--- src/rtl/rx_watchdog_pkg.sv ---
// Shared types and constants for the multi-channel receiver watchdog.
// Holds the FSM encoding, reset-cause bit positions and the statistics counter helper.
package rx_watchdog_pkg;

   typedef enum logic [1:0] {
      WD_IDLE    = 2'd0,
      WD_MONITOR = 2'd1,
      WD_PULSE   = 2'd2,
      WD_HOLDOFF = 2'd3
   } wd_state_e;

   localparam int CAUSE_DC    = 0;
   localparam int CAUSE_LEN   = 1;
   localparam int CAUSE_TO    = 2;
   localparam int CAUSE_W     = 3;
   localparam int RST_COUNT_W = 16;

   function automatic logic [RST_COUNT_W-1:0] sat_inc(input logic [RST_COUNT_W-1:0] v);
      if (&v) begin
         sat_inc = v;
      end else begin
         sat_inc = v + {{(RST_COUNT_W-1){1'b0}}, 1'b1};
      end
   endfunction

endpackage

--- src/rtl/rx_signal_watchdog_mc_if.sv ---
// Receive-path stream seen by the watchdog: IQ samples plus demodulator status pulses.
// The receiver front end drives it as master; the watchdog observes it as slave.
interface rx_signal_watchdog_mc_if #(
   parameter int NUM_CH        = 2,
   parameter int IQ_DATA_WIDTH = 16,
   parameter int LEN_WIDTH     = 16
);
   logic [NUM_CH*2*IQ_DATA_WIDTH-1:0] sample_in;
   logic                              sample_in_strobe;
   logic                              power_trigger;
   logic                              demod_is_ongoing;
   logic                              pkt_done;
   logic                              sig_valid;
   logic [LEN_WIDTH-1:0]              signal_len;

   modport master (
      output sample_in, sample_in_strobe, power_trigger,
      output demod_is_ongoing, pkt_done, sig_valid, signal_len
   );

   modport slave (
      input sample_in, sample_in_strobe, power_trigger,
      input demod_is_ongoing, pkt_done, sig_valid, signal_len
   );
endinterface

--- src/rtl/rx_signal_watchdog_mc_dc_sign_detector.sv ---
// One channel's sign-balance detector: counts +1/-1 per I and Q sign over a fixed window
// and flags the channel when either running sum reaches the threshold at window end.
module dc_sign_detector #(
   parameter int IQ_DATA_WIDTH = 16,
   parameter int DC_WIN_LOG2   = 6
) (
   input  logic                       clk,
   input  logic                       rst_n,
   input  logic                       active,
   input  logic                       strobe,
   input  logic [2*IQ_DATA_WIDTH-1:0] sample,
   input  logic [7:0]                 th,
   output logic                       flag
);
   localparam int SUM_W = DC_WIN_LOG2 + 2;
   localparam int CMP_W = (SUM_W > 8) ? SUM_W : 8;

   logic signed [SUM_W-1:0]   sum_i_r, sum_q_r, sum_i_s, sum_q_s;
   logic [SUM_W-1:0]          mag_i_s, mag_q_s;
   logic [DC_WIN_LOG2-1:0]    win_cnt_r;
   logic                      last_s;

   function automatic logic signed [SUM_W-1:0] step(input logic signed [SUM_W-1:0] s,
                                                    input logic neg);
      if (neg) begin
         step = s - SUM_W'(1);
      end else begin
         step = s + SUM_W'(1);
      end
   endfunction

   function automatic logic [SUM_W-1:0] mag(input logic signed [SUM_W-1:0] s);
      if (s[SUM_W-1]) begin
         mag = -s;
      end else begin
         mag = s;
      end
   endfunction

   // Sums including the current sample, so the last strobe of a window is counted.
   always_comb begin
      sum_i_s = step(sum_i_r, sample[2*IQ_DATA_WIDTH-1]);
      sum_q_s = step(sum_q_r, sample[IQ_DATA_WIDTH-1]);
      mag_i_s = mag(sum_i_s);
      mag_q_s = mag(sum_q_s);
      last_s  = &win_cnt_r;
      flag    = active & strobe & last_s & (th != 8'd0) &
                ((CMP_W'(mag_i_s) >= CMP_W'(th)) | (CMP_W'(mag_q_s) >= CMP_W'(th)));
   end

   // Accumulators restart at window end and whenever the channel is not being checked.
   always_ff @(posedge clk or negedge rst_n) begin
      if (!rst_n) begin
         sum_i_r   <= '0;
         sum_q_r   <= '0;
         win_cnt_r <= '0;
      end else if (!active || (strobe && last_s)) begin
         sum_i_r   <= '0;
         sum_q_r   <= '0;
         win_cnt_r <= '0;
      end else if (strobe) begin
         sum_i_r   <= sum_i_s;
         sum_q_r   <= sum_q_s;
         win_cnt_r <= win_cnt_r + DC_WIN_LOG2'(1);
      end
   end
endmodule

--- src/rtl/rx_signal_watchdog_mc.sv ---
// Receiver watchdog: DC/stuck-sign, SIG length and demod timeout checks feeding a
// reset-pulse / holdoff sequencer with a cause mask and saturating event counter.
module rx_signal_watchdog_mc
   import rx_watchdog_pkg::*;
#(
   parameter int NUM_CH        = 2,
   parameter int IQ_DATA_WIDTH = 16,
   parameter int DC_WIN_LOG2   = 6,
   parameter int LEN_WIDTH     = 16,
   parameter int TIMEOUT_WIDTH = 20,
   parameter int RST_PULSE_LEN = 4,
   parameter int HOLDOFF_LEN   = 16
) (
   input  logic                     s00_axi_aclk,
   input  logic                     s00_axi_aresetn,
   input  logic                     enable,
   rx_signal_watchdog_mc_if.slave   rx,
   input  logic [NUM_CH-1:0]        ch_mask,
   input  logic [LEN_WIDTH-1:0]     min_signal_len_th,
   input  logic [LEN_WIDTH-1:0]     max_signal_len_th,
   input  logic [7:0]               dc_running_sum_th,
   input  logic [TIMEOUT_WIDTH-1:0] timeout_th,
   input  logic                     clear_stats,
   output logic                     receiver_rst,
   output logic [CAUSE_W-1:0]       rst_cause,
   output logic [RST_COUNT_W-1:0]   rst_count,
   output logic [1:0]               wd_state
);
   localparam int SEQ_LEN = (RST_PULSE_LEN > HOLDOFF_LEN) ? RST_PULSE_LEN : HOLDOFF_LEN;
   localparam int SEQ_W   = $clog2(SEQ_LEN + 1);

   wd_state_e                 state_r, state_s;
   logic [SEQ_W-1:0]          seq_cnt_r, seq_cnt_s;
   logic [TIMEOUT_WIDTH-1:0]  to_cnt_r;
   logic [NUM_CH-1:0]         dc_flag_s;
   logic [CAUSE_W-1:0]        fault_s, rst_cause_r;
   logic [RST_COUNT_W-1:0]    rst_count_r;
   logic                      receiver_rst_r, monitor_s, event_s;

   assign monitor_s = (state_r == WD_MONITOR);

   for (genvar k = 0; k < NUM_CH; k++) begin : g_ch
      dc_sign_detector #(
         .IQ_DATA_WIDTH (IQ_DATA_WIDTH),
         .DC_WIN_LOG2   (DC_WIN_LOG2)
      ) u_dc (
         .clk    (s00_axi_aclk),
         .rst_n  (s00_axi_aresetn),
         .active (monitor_s & rx.power_trigger & ~rx.demod_is_ongoing & ch_mask[k]),
         .strobe (rx.sample_in_strobe),
         .sample (rx.sample_in[k*2*IQ_DATA_WIDTH +: 2*IQ_DATA_WIDTH]),
         .th     (dc_running_sum_th),
         .flag   (dc_flag_s[k])
      );
   end

   // Fault sources for this cycle; only a cycle spent in MONITOR can raise an event.
   always_comb begin
      fault_s            = 3'b000;
      fault_s[CAUSE_DC]  = |(dc_flag_s & ch_mask);
      fault_s[CAUSE_LEN] = monitor_s & rx.sig_valid &
                           ((rx.signal_len < min_signal_len_th) ||
                            (rx.signal_len > max_signal_len_th));
      fault_s[CAUSE_TO]  = monitor_s & rx.demod_is_ongoing & ~rx.pkt_done &
                           (timeout_th != {TIMEOUT_WIDTH{1'b0}}) &
                           ((to_cnt_r + TIMEOUT_WIDTH'(1)) == timeout_th);
      event_s            = monitor_s & enable & (|fault_s);
   end

   // Next-state logic; seq_cnt only runs inside PULSE and HOLDOFF.
   always_comb begin
      state_s   = state_r;
      seq_cnt_s = seq_cnt_r;
      case (state_r)
         WD_IDLE: begin
            if (enable) state_s = WD_MONITOR;
            else        state_s = WD_IDLE;
         end
         WD_MONITOR: begin
            if (!enable) begin
               state_s = WD_IDLE;
            end else if (event_s) begin
               state_s   = WD_PULSE;
               seq_cnt_s = {SEQ_W{1'b0}};
            end else begin
               state_s = WD_MONITOR;
            end
         end
         WD_PULSE: begin
            if (seq_cnt_r == SEQ_W'(RST_PULSE_LEN - 1)) begin
               state_s   = WD_HOLDOFF;
               seq_cnt_s = {SEQ_W{1'b0}};
            end else begin
               seq_cnt_s = seq_cnt_r + SEQ_W'(1);
            end
         end
         WD_HOLDOFF: begin
            if (seq_cnt_r == SEQ_W'(HOLDOFF_LEN - 1)) begin
               state_s   = enable ? WD_MONITOR : WD_IDLE;
               seq_cnt_s = {SEQ_W{1'b0}};
            end else begin
               seq_cnt_s = seq_cnt_r + SEQ_W'(1);
            end
         end
         default: begin
            state_s   = WD_IDLE;
            seq_cnt_s = {SEQ_W{1'b0}};
         end
      endcase
   end

   // State, sequencer counter and registered reset output.
   always_ff @(posedge s00_axi_aclk or negedge s00_axi_aresetn) begin
      if (!s00_axi_aresetn) begin
         state_r        <= WD_IDLE;
         seq_cnt_r      <= {SEQ_W{1'b0}};
         receiver_rst_r <= 1'b0;
      end else begin
         state_r        <= state_s;
         seq_cnt_r      <= seq_cnt_s;
         receiver_rst_r <= (state_s == WD_PULSE);
      end
   end

   // Demod timeout counter, saturating so a stuck demod cannot wrap into a false match.
   always_ff @(posedge s00_axi_aclk or negedge s00_axi_aresetn) begin
      if (!s00_axi_aresetn) begin
         to_cnt_r <= {TIMEOUT_WIDTH{1'b0}};
      end else if (monitor_s && rx.demod_is_ongoing && !rx.pkt_done) begin
         to_cnt_r <= (&to_cnt_r) ? to_cnt_r : to_cnt_r + TIMEOUT_WIDTH'(1);
      end else begin
         to_cnt_r <= {TIMEOUT_WIDTH{1'b0}};
      end
   end

   // Status record; a coincident clear request beats a new event.
   always_ff @(posedge s00_axi_aclk or negedge s00_axi_aresetn) begin
      if (!s00_axi_aresetn) begin
         rst_cause_r <= 3'b000;
         rst_count_r <= {RST_COUNT_W{1'b0}};
      end else if (clear_stats) begin
         rst_cause_r <= 3'b000;
         rst_count_r <= {RST_COUNT_W{1'b0}};
      end else if (event_s) begin
         rst_cause_r <= fault_s;
         rst_count_r <= sat_inc(rst_count_r);
      end
   end

   assign receiver_rst = receiver_rst_r;
   assign rst_cause    = rst_cause_r;
   assign rst_count    = rst_count_r;
   assign wd_state     = state_r;
endmodule

--- src/flat_wrapper.sv ---
// flat-port wrapper written by rule: the top's interface ports become plain ports
module rx_signal_watchdog_mc_flat import rx_watchdog_pkg::*;
#(
   parameter int NUM_CH        = 2,
   parameter int IQ_DATA_WIDTH = 16,
   parameter int DC_WIN_LOG2   = 6,
   parameter int LEN_WIDTH     = 16,
   parameter int TIMEOUT_WIDTH = 20,
   parameter int RST_PULSE_LEN = 4,
   parameter int HOLDOFF_LEN   = 16
)
  (s00_axi_aclk, s00_axi_aresetn, enable, ch_mask, min_signal_len_th, max_signal_len_th, dc_running_sum_th, timeout_th, clear_stats, receiver_rst, rst_cause, rst_count, wd_state, rx_sample_in, rx_sample_in_strobe, rx_power_trigger, rx_demod_is_ongoing, rx_pkt_done, rx_sig_valid, rx_signal_len);
  rx_signal_watchdog_mc_if #(.NUM_CH(NUM_CH), .IQ_DATA_WIDTH(IQ_DATA_WIDTH), .LEN_WIDTH(LEN_WIDTH)) rx_i ();
  input  logic s00_axi_aclk;
  input  logic s00_axi_aresetn;
  input  logic enable;
  input  logic [NUM_CH-1:0] ch_mask;
  input  logic [LEN_WIDTH-1:0] min_signal_len_th;
  input  logic [LEN_WIDTH-1:0] max_signal_len_th;
  input  logic [7:0] dc_running_sum_th;
  input  logic [TIMEOUT_WIDTH-1:0] timeout_th;
  input  logic clear_stats;
  output logic receiver_rst;
  output logic [CAUSE_W-1:0] rst_cause;
  output logic [RST_COUNT_W-1:0] rst_count;
  output logic [1:0] wd_state;
  input wire logic [$bits(rx_i.sample_in)-1:0] rx_sample_in;
  input wire logic [$bits(rx_i.sample_in_strobe)-1:0] rx_sample_in_strobe;
  input wire logic [$bits(rx_i.power_trigger)-1:0] rx_power_trigger;
  input wire logic [$bits(rx_i.demod_is_ongoing)-1:0] rx_demod_is_ongoing;
  input wire logic [$bits(rx_i.pkt_done)-1:0] rx_pkt_done;
  input wire logic [$bits(rx_i.sig_valid)-1:0] rx_sig_valid;
  input wire logic [$bits(rx_i.signal_len)-1:0] rx_signal_len;
  assign rx_i.sample_in = rx_sample_in;
  assign rx_i.sample_in_strobe = rx_sample_in_strobe;
  assign rx_i.power_trigger = rx_power_trigger;
  assign rx_i.demod_is_ongoing = rx_demod_is_ongoing;
  assign rx_i.pkt_done = rx_pkt_done;
  assign rx_i.sig_valid = rx_sig_valid;
  assign rx_i.signal_len = rx_signal_len;
  rx_signal_watchdog_mc #(.NUM_CH(NUM_CH), .IQ_DATA_WIDTH(IQ_DATA_WIDTH), .DC_WIN_LOG2(DC_WIN_LOG2), .LEN_WIDTH(LEN_WIDTH), .TIMEOUT_WIDTH(TIMEOUT_WIDTH), .RST_PULSE_LEN(RST_PULSE_LEN), .HOLDOFF_LEN(HOLDOFF_LEN)) u_core (.s00_axi_aclk(s00_axi_aclk), .s00_axi_aresetn(s00_axi_aresetn), .enable(enable), .rx(rx_i), .ch_mask(ch_mask), .min_signal_len_th(min_signal_len_th), .max_signal_len_th(max_signal_len_th), .dc_running_sum_th(dc_running_sum_th), .timeout_th(timeout_th), .clear_stats(clear_stats), .receiver_rst(receiver_rst), .rst_cause(rst_cause), .rst_count(rst_count), .wd_state(wd_state));
endmodule
--- config.mk ---
export PLATFORM = sky130hd
export DESIGN_NAME = rx_signal_watchdog_mc_flat
export DESIGN_NICKNAME = d
export VERILOG_FILES = /design/src/rtl/rx_watchdog_pkg.sv /design/src/rtl/rx_signal_watchdog_mc_if.sv /design/src/rtl/rx_signal_watchdog_mc_dc_sign_detector.sv /design/src/rtl/rx_signal_watchdog_mc.sv /design/src/flat_wrapper.sv
export SDC_FILE = /design/constraint.sdc
export NUM_CORES = 1
export LEC_CHECK = 0
export ABC_AREA = 1
export BUFFER_PORTS_ARGS = -buffer_cell sky130_fd_sc_hd__buf_2
export CAP_MARGIN = 40
export CORE_MARGIN = 3
export CORE_UTILIZATION = 38
export DETAILED_ROUTE_END_ITERATION = 8
export PLACE_DENSITY = 0.65
export REMOVE_ABC_BUFFERS = 1
export SETUP_SLACK_MARGIN = 0.5
export SLEW_MARGIN = 20
export SYNTH_ARGS = -nofsm -noshare
export SYNTH_HDL_FRONTEND = slang
export SYNTH_SLANG_ARGS = --single-unit
--- constraint.sdc ---
create_clock -name s00_axi_aclk -period 5.4 [get_ports s00_axi_aclk]
set_input_delay 1.08 -clock s00_axi_aclk [delete_from_list [all_inputs] [get_ports s00_axi_aclk]]
set_output_delay 1.08 -clock s00_axi_aclk [all_outputs]
set_load 0.02 [all_outputs]
After elaboration in Yosys (flattened, before gate mapping)
Cells that the tools add are included.

Flip-flop bits (word level): 91. Input bits: 151. Output and inout port bits: 22. Logic and storage cells: 134.

Add/subtract/negate cells: 17. Magnitude comparators: 6. Eq/ne operators: 11. Muxes and demuxes: 38. Bitwise operators: 25. Reduce and logical (&&, ||, !) cells: 25.

Operator list (count): $mux 8 (16); $mux 16 (3); $mux 20 (2); $add 8x2->8 const B (4); $ge 8x8->1 (4); $neg 8->8 (4); $sub 8x2->8 const B (4); $mux 6 (4); $add 20x1->20 const B (1); $and 1x1->1 (20); $eq 20x20->1 (1); $mux 5 (4); $reduce_and 20->1 (1); $reduce_bool 20->1 (1); $add 16x1->16 const B (1); $gt 16x16->1 (1); $lt 16x16->1 (1); $reduce_and 16->1 (1); $pmux 5 s3 (1); $add 6x1->6 const B (2); $reduce_and 6->1 (2); $mux 2 (4); $ne 2x2->1 const B (4); $pmux 2 s4 (1); other kinds (21) (35).

Logic depth before layout (Yosys ltp)
Word-level depth: 15. Depth in mapped cells: 29.

Hierarchy
From an unflattened synthesis, not the netlist that was laid out.

Cells, all modules: 1362. Area total of the unflattened synthesis: 9136.3 µm².

By module, submodules not included: rx_signal_watchdog_mc (times used 1, cells an instance 643, area an instance 4256.6 µm², sequential area each 1176.1 µm²); dc_sign_detector at u_core.g_ch[0].u_dc (times used 1, cells an instance 359, area an instance 2519.9 µm², sequential area each 550.5 µm²); dc_sign_detector at u_core.g_ch[1].u_dc (times used 1, cells an instance 360, area an instance 2359.8 µm², sequential area each 550.5 µm²).

Worst setup path after synthesis
Ideal clock, no wire load.

Kind: input port to flip-flop. Start point: input port rx_sample_in[31]. End point: register u_core.rst_count_r[6] (netlist: u_core.rst_count[6]). Data arrival time: 4.173 ns. Data required time: 5.335 ns. Setup slack: 1.161 ns. Cell stages on the path: 29. Path through: ha_1 nand3_1 nand2_1 a21oi_1 o21bai_1 nand2_1 nand2_1 a21oi_1 or2_2 nand2_1 inv_1 nand2_1 xor2_1 inv_1 ha_1 nand2_1 a21oi_1 a211oi_1 nand3_1 nor2_1 nor2_1 nor2_1 nand3_2 nand2_4 nand2_8 nand2_8 buf_12 nand2_2 nand2_2.

Word-level cells in the longest chain between the ends: 11.

Ends and longest elaborated chain: start: declaration (RTL line flat_wrapper.sv:27) `input wire logic [$bits(rx_i.sample_in)-1:0] rx_sample_in;`; $mux 8 * (RTL line rx_signal_watchdog_mc_dc_sign_detector.sv:25) `if (neg) begin`; $neg 8->8 (RTL line rx_signal_watchdog_mc_dc_sign_detector.sv:34) `mag = -s;`; $mux 8 * (RTL line rx_signal_watchdog_mc_dc_sign_detector.sv:33) `if (s[SUM_W-1]) begin`; $ge 8x8->1 * (RTL line rx_signal_watchdog_mc_dc_sign_detector.sv:48) `((CMP_W'(mag_i_s) >= CMP_W'(th)) | (CMP_W'(mag_q_s) >= CMP_W'(th)));`; $or 1x1->1 * (RTL line rx_signal_watchdog_mc_dc_sign_detector.sv:48); $and 1x1->1 * (RTL line rx_signal_watchdog_mc_dc_sign_detector.sv:47) `flag = active & strobe & last_s & (th != 8'd0) &`; $and 2x2->2 * (RTL line rx_signal_watchdog_mc.sv:60) `fault_s[CAUSE_DC] = |(dc_flag_s & ch_mask);`; $reduce_or 4->1 * (RTL line rx_signal_watchdog_mc.sv:67) `event_s = monitor_s & enable & (|fault_s);`; $and 1x1->1 * (RTL line rx_signal_watchdog_mc.sv:67); $reduce_bool 2->1 (no line) *; $reduce_and 2->1 (no line) *; end signal: assignment (RTL line rx_signal_watchdog_mc.sv:140) `rst_count_r <= {RST_COUNT_W{1'b0}};`; end signal: assignment (RTL line rx_signal_watchdog_mc.sv:143) `rst_count_r <= {RST_COUNT_W{1'b0}};`; end signal: assignment (RTL line rx_signal_watchdog_mc.sv:146) `rst_count_r <= sat_inc(rst_count_r);`; end: declaration (RTL line rx_signal_watchdog_mc.sv:37) `logic [RST_COUNT_W-1:0] rst_count_r;`.

Every way passes the cells marked *; elsewhere a longest branch is shown, timed or not. A chain may end at the register's enable or synchronous reset.

Worst setup path in the final report
Start point: input port rx_sample_in[31]. End point: register u_core.rst_count_r[7] (netlist: u_core.rst_count[7]).

Same word-level chain as after synthesis.

==> impl_metrics.ini <==
[sta]
post-route-period-util_pct = 83.0
min_period_ps = 4480
max-slew-margin-rel_pct = 61.3
finClkSkew_ps = 14.0
grt_setup_unrepaired = no
tns_ps = 0
setup_ws_ps = 918
setup_violations = 0
fmax_mhz = 223
drv_slew = 0
hold_viol = 0
tightest_slew_ps = 579
holdWs_ps = 470

[route]
via_per_inst = 4.90
drcViolationCount = 0
first_iter_violations = 442
wire_per_inst_um = 12.9
routed_wl_um = 20500
ant_nets = 0
num_vias = 7757
first_pass_iters = 5

[placed_design]
io_buffers = 112
pre_cts_ws_ps = 423
place_inst = 1565
gp_congestion = 0.868
detailedPlacementHpwl_um = 15900
placed_cell_area_um2 = 9260

[clocking]
clock_latency_ps = 360
cts_hold_buffers = 0
clk_pin_slew_ps = 70
clk_path_buf_depth = 2
post_cts_buffers = 0
htreeDepth = 3
clockRootBuffer = clkbuf_16
cts.sink_count = 91
cts_buffers = 9
cts-resized-gates = 0
tritoncts = yes

[critical_path]
cp.arrival_ps = 4770
cp_max_fo = 19
startpoint_type = input port
critPathKind = in -> reg
crit_path_end_kind = flop
crit_required_ps = 5690

[yosys]
synth.yosys.seq_area_share_pct = 27.2
synth_flop_cell = dfrtp_1
mappedNetlistArea_um2 = 8390
synthSimpleGateAreaFrac_pct = 30.8
synth_edf_count = 0
synthAdderAreaFrac_pct = 15.6
ys_top_cells_by_count = 274 x nand2_1, 183 x inv_1, 110 x nor2_1
synthCells = 1185
synth_async_sr_flop_share_pct = 100
synth.area.top_cells = dfrtp_1 27%, ha_1 15%, nand2_1 12%
ys.warnings.count = 0
ys_ff_latch = 91
avgSynthCellArea_um2 = 7.08
synth.mux.area_fraction_pct = 0.119
synth.most_common_cell = nand2_1
synth_top_family_by_area = simple AND/OR/NAND/NOR gates
synthDistinctLibCells = 43
synth-compound-area-share_pct = 10.3
yosys.area.top_type = dfrtp_1
synth_top_cell_area_share_pct = 27.2
synth_xor_area_share_pct = 6.89

[floorplan]
die_x_um = 155
core_um2 = 21400
die-area_um2 = 23900
ios = 173
num_rows = 53
start_util_pct = 39.3
fp.dieH_um = 155

[finish]
fin_cells = 1583
area_delta_synth_final_pct = 15.3
nets = 1556
final_area_um2 = 9670
drive_gt1_share_pct = 15.0
fillers = 2190
diodes = 0

[flow_run]
max-cap-violations = 0

[global_routing]
antenna_found_initial = 0
grt_pass1_vias = 7597
gr-total-overflow = 0
use_met3_pct = 2.43
gr-usage-met1_pct = 22.7
grt_use_total_pct = 17.4
grt-busiest-layer = met2
grt_pass1_wl_um = 35000
use_met2_pct = 30.9
grt_max_degree = 56

[pwr]
p_int_uw = 1280
p_leak_uw = 0.00515
clkPwrFrac_pct = 35.7
p_seq_share_pct = 39.2
share_comb_of_total_power_pct = 25.1
p_per_area_nw_per_um2 = 198
swShare_pct = 33.1
netSwitchingPower_uw = 636
vdd_drop_max_mv = 0.188

[run_status]
status = complete, no violations

[min_path]
hold_class = reg -> reg
==> stage by stage <==
step,util (%),total power [uW]
3_3_place_gp,43.4,1230
6_report,45.3,1920
5_1_grt,45.3,2050
2_1_floorplan,-,1080
3_5_place_dp,43.4,1240
4_1_cts,44.8,1930
==> cells in the final DEF, fill, tap and decap left out, types with 5 or more instances in the layout <==
master / count
nand3b_1: 7
xor2_1: 49
nor4_1: 6
nor3_1: 12
nand2_1: 273
nand2_2: 26
inv_1: 183
clkbuf_16: 9
nand3_1: 96
nand4_1: 17
nor2_1: 110
ha_1: 97
buf_4: 6
or2_2: 5
o21bai_2: 5
nor2_2: 6
o21bai_1: 8
xnor2_1: 13
o22ai_1: 6
a21oi_1: 57
dfrtp_1: 91
buf_2: 111
o21ai_1: 6
o21ai_0: 57
==> state kept, by name (all words and copies together) (netlist names) <==
| name | count |
|---|---|
| u_core.receiver_rst | 1 |
| u_core.g_ch.u_dc.win_cnt_r | 12 |
| u_core.seq_cnt_r | 5 |
| u_core.to_cnt_r | 20 |
| u_core.wd_state | 2 |
| u_core.g_ch.u_dc.sum_i_r | 16 |
| u_core.rst_count | 16 |
| u_core.rst_cause | 3 |
| u_core.g_ch.u_dc.sum_q_r | 16 |
==> path summary, 6_finish.rpt <==
path	slack [ps]	from	depth (start not counted)	to
worst min register to register	470	u_core.rst_cause[0]	2	u_core.rst_cause[0]
worst max register to register	1430	u_core.g_ch[0].u_dc.sum_i_r[0]	23	u_core.rst_count[7]
worst max-delay path	920	rx_sample_in[31]	24	u_core.rst_count[7]
worst min-delay path	470	u_core.rst_cause[0]	2	u_core.rst_cause[0]
max in group asynchronous	3820	s00_axi_aresetn	3	u_core.rst_cause[2]
min in group asynchronous	540	s00_axi_aresetn	1	u_core.g_ch[1].u_dc.sum_i_r[3]
==> cell type report <==
class                           count  area (um^2)  area share, %
Multi-Input combinational cell    897         5410           56.0
Sequential cell                    91         2280           23.5
Inverter                          186          698           7.22
Timing Repair Buffer              118          628           6.49
Tap cell                          275          344           3.56
Clock buffer                       11          243           2.51
Clock inverter                      5         67.6          0.699
==> routing by layer <==
metal  routed length, um  part of all wire [%]
met2               10100                    49
met4                 199                  0.97
met5                   0                     0
met3                 600                   2.9
met1                9590                    47
==> worst max-delay path, stage by stage <==
cell and delay [ps]:
buf_2 210, inv_1 90, fa_1 470, o21ai_0 310, a21oi_1 110, o21ai_0 210, xor2_1 260, inv_1 100
nand3_1 70, nor2_1 50, ha_1 280, nand2_1 90, a21oi_1 40, a211oi_1 200, nand3_1 120, nor2_1 180
nor2_1 90, nor2_1 150, nand3_2 120, nand2_4 130, nand2_8 140, nand2_8 140, nand2_2 60, nand2_2 50
==> power by group through the flow <==
stage | clock, uW | sequential (uW) | combinational, uW
floorplan | 0 | 772 | 309
global placement | 0 | 764 | 464
detailed placement | 0 | 765 | 476
CTS | 703 | 752 | 479
global route | 729 | 758 | 561
finish | 686 | 753 | 481
==> logic make-up after synthesis <==
group / count (synthesis)
buffers and inverters: 198
flip-flops: 91
adder cells (fa/ha/maj): 102
AND/OR/NAND/NOR: 573
AO/OA/AOI/OAI: 154
multiplexers: 1
XOR/XNOR: 66
No activity file was read; power rests on OpenSTA's default activity.
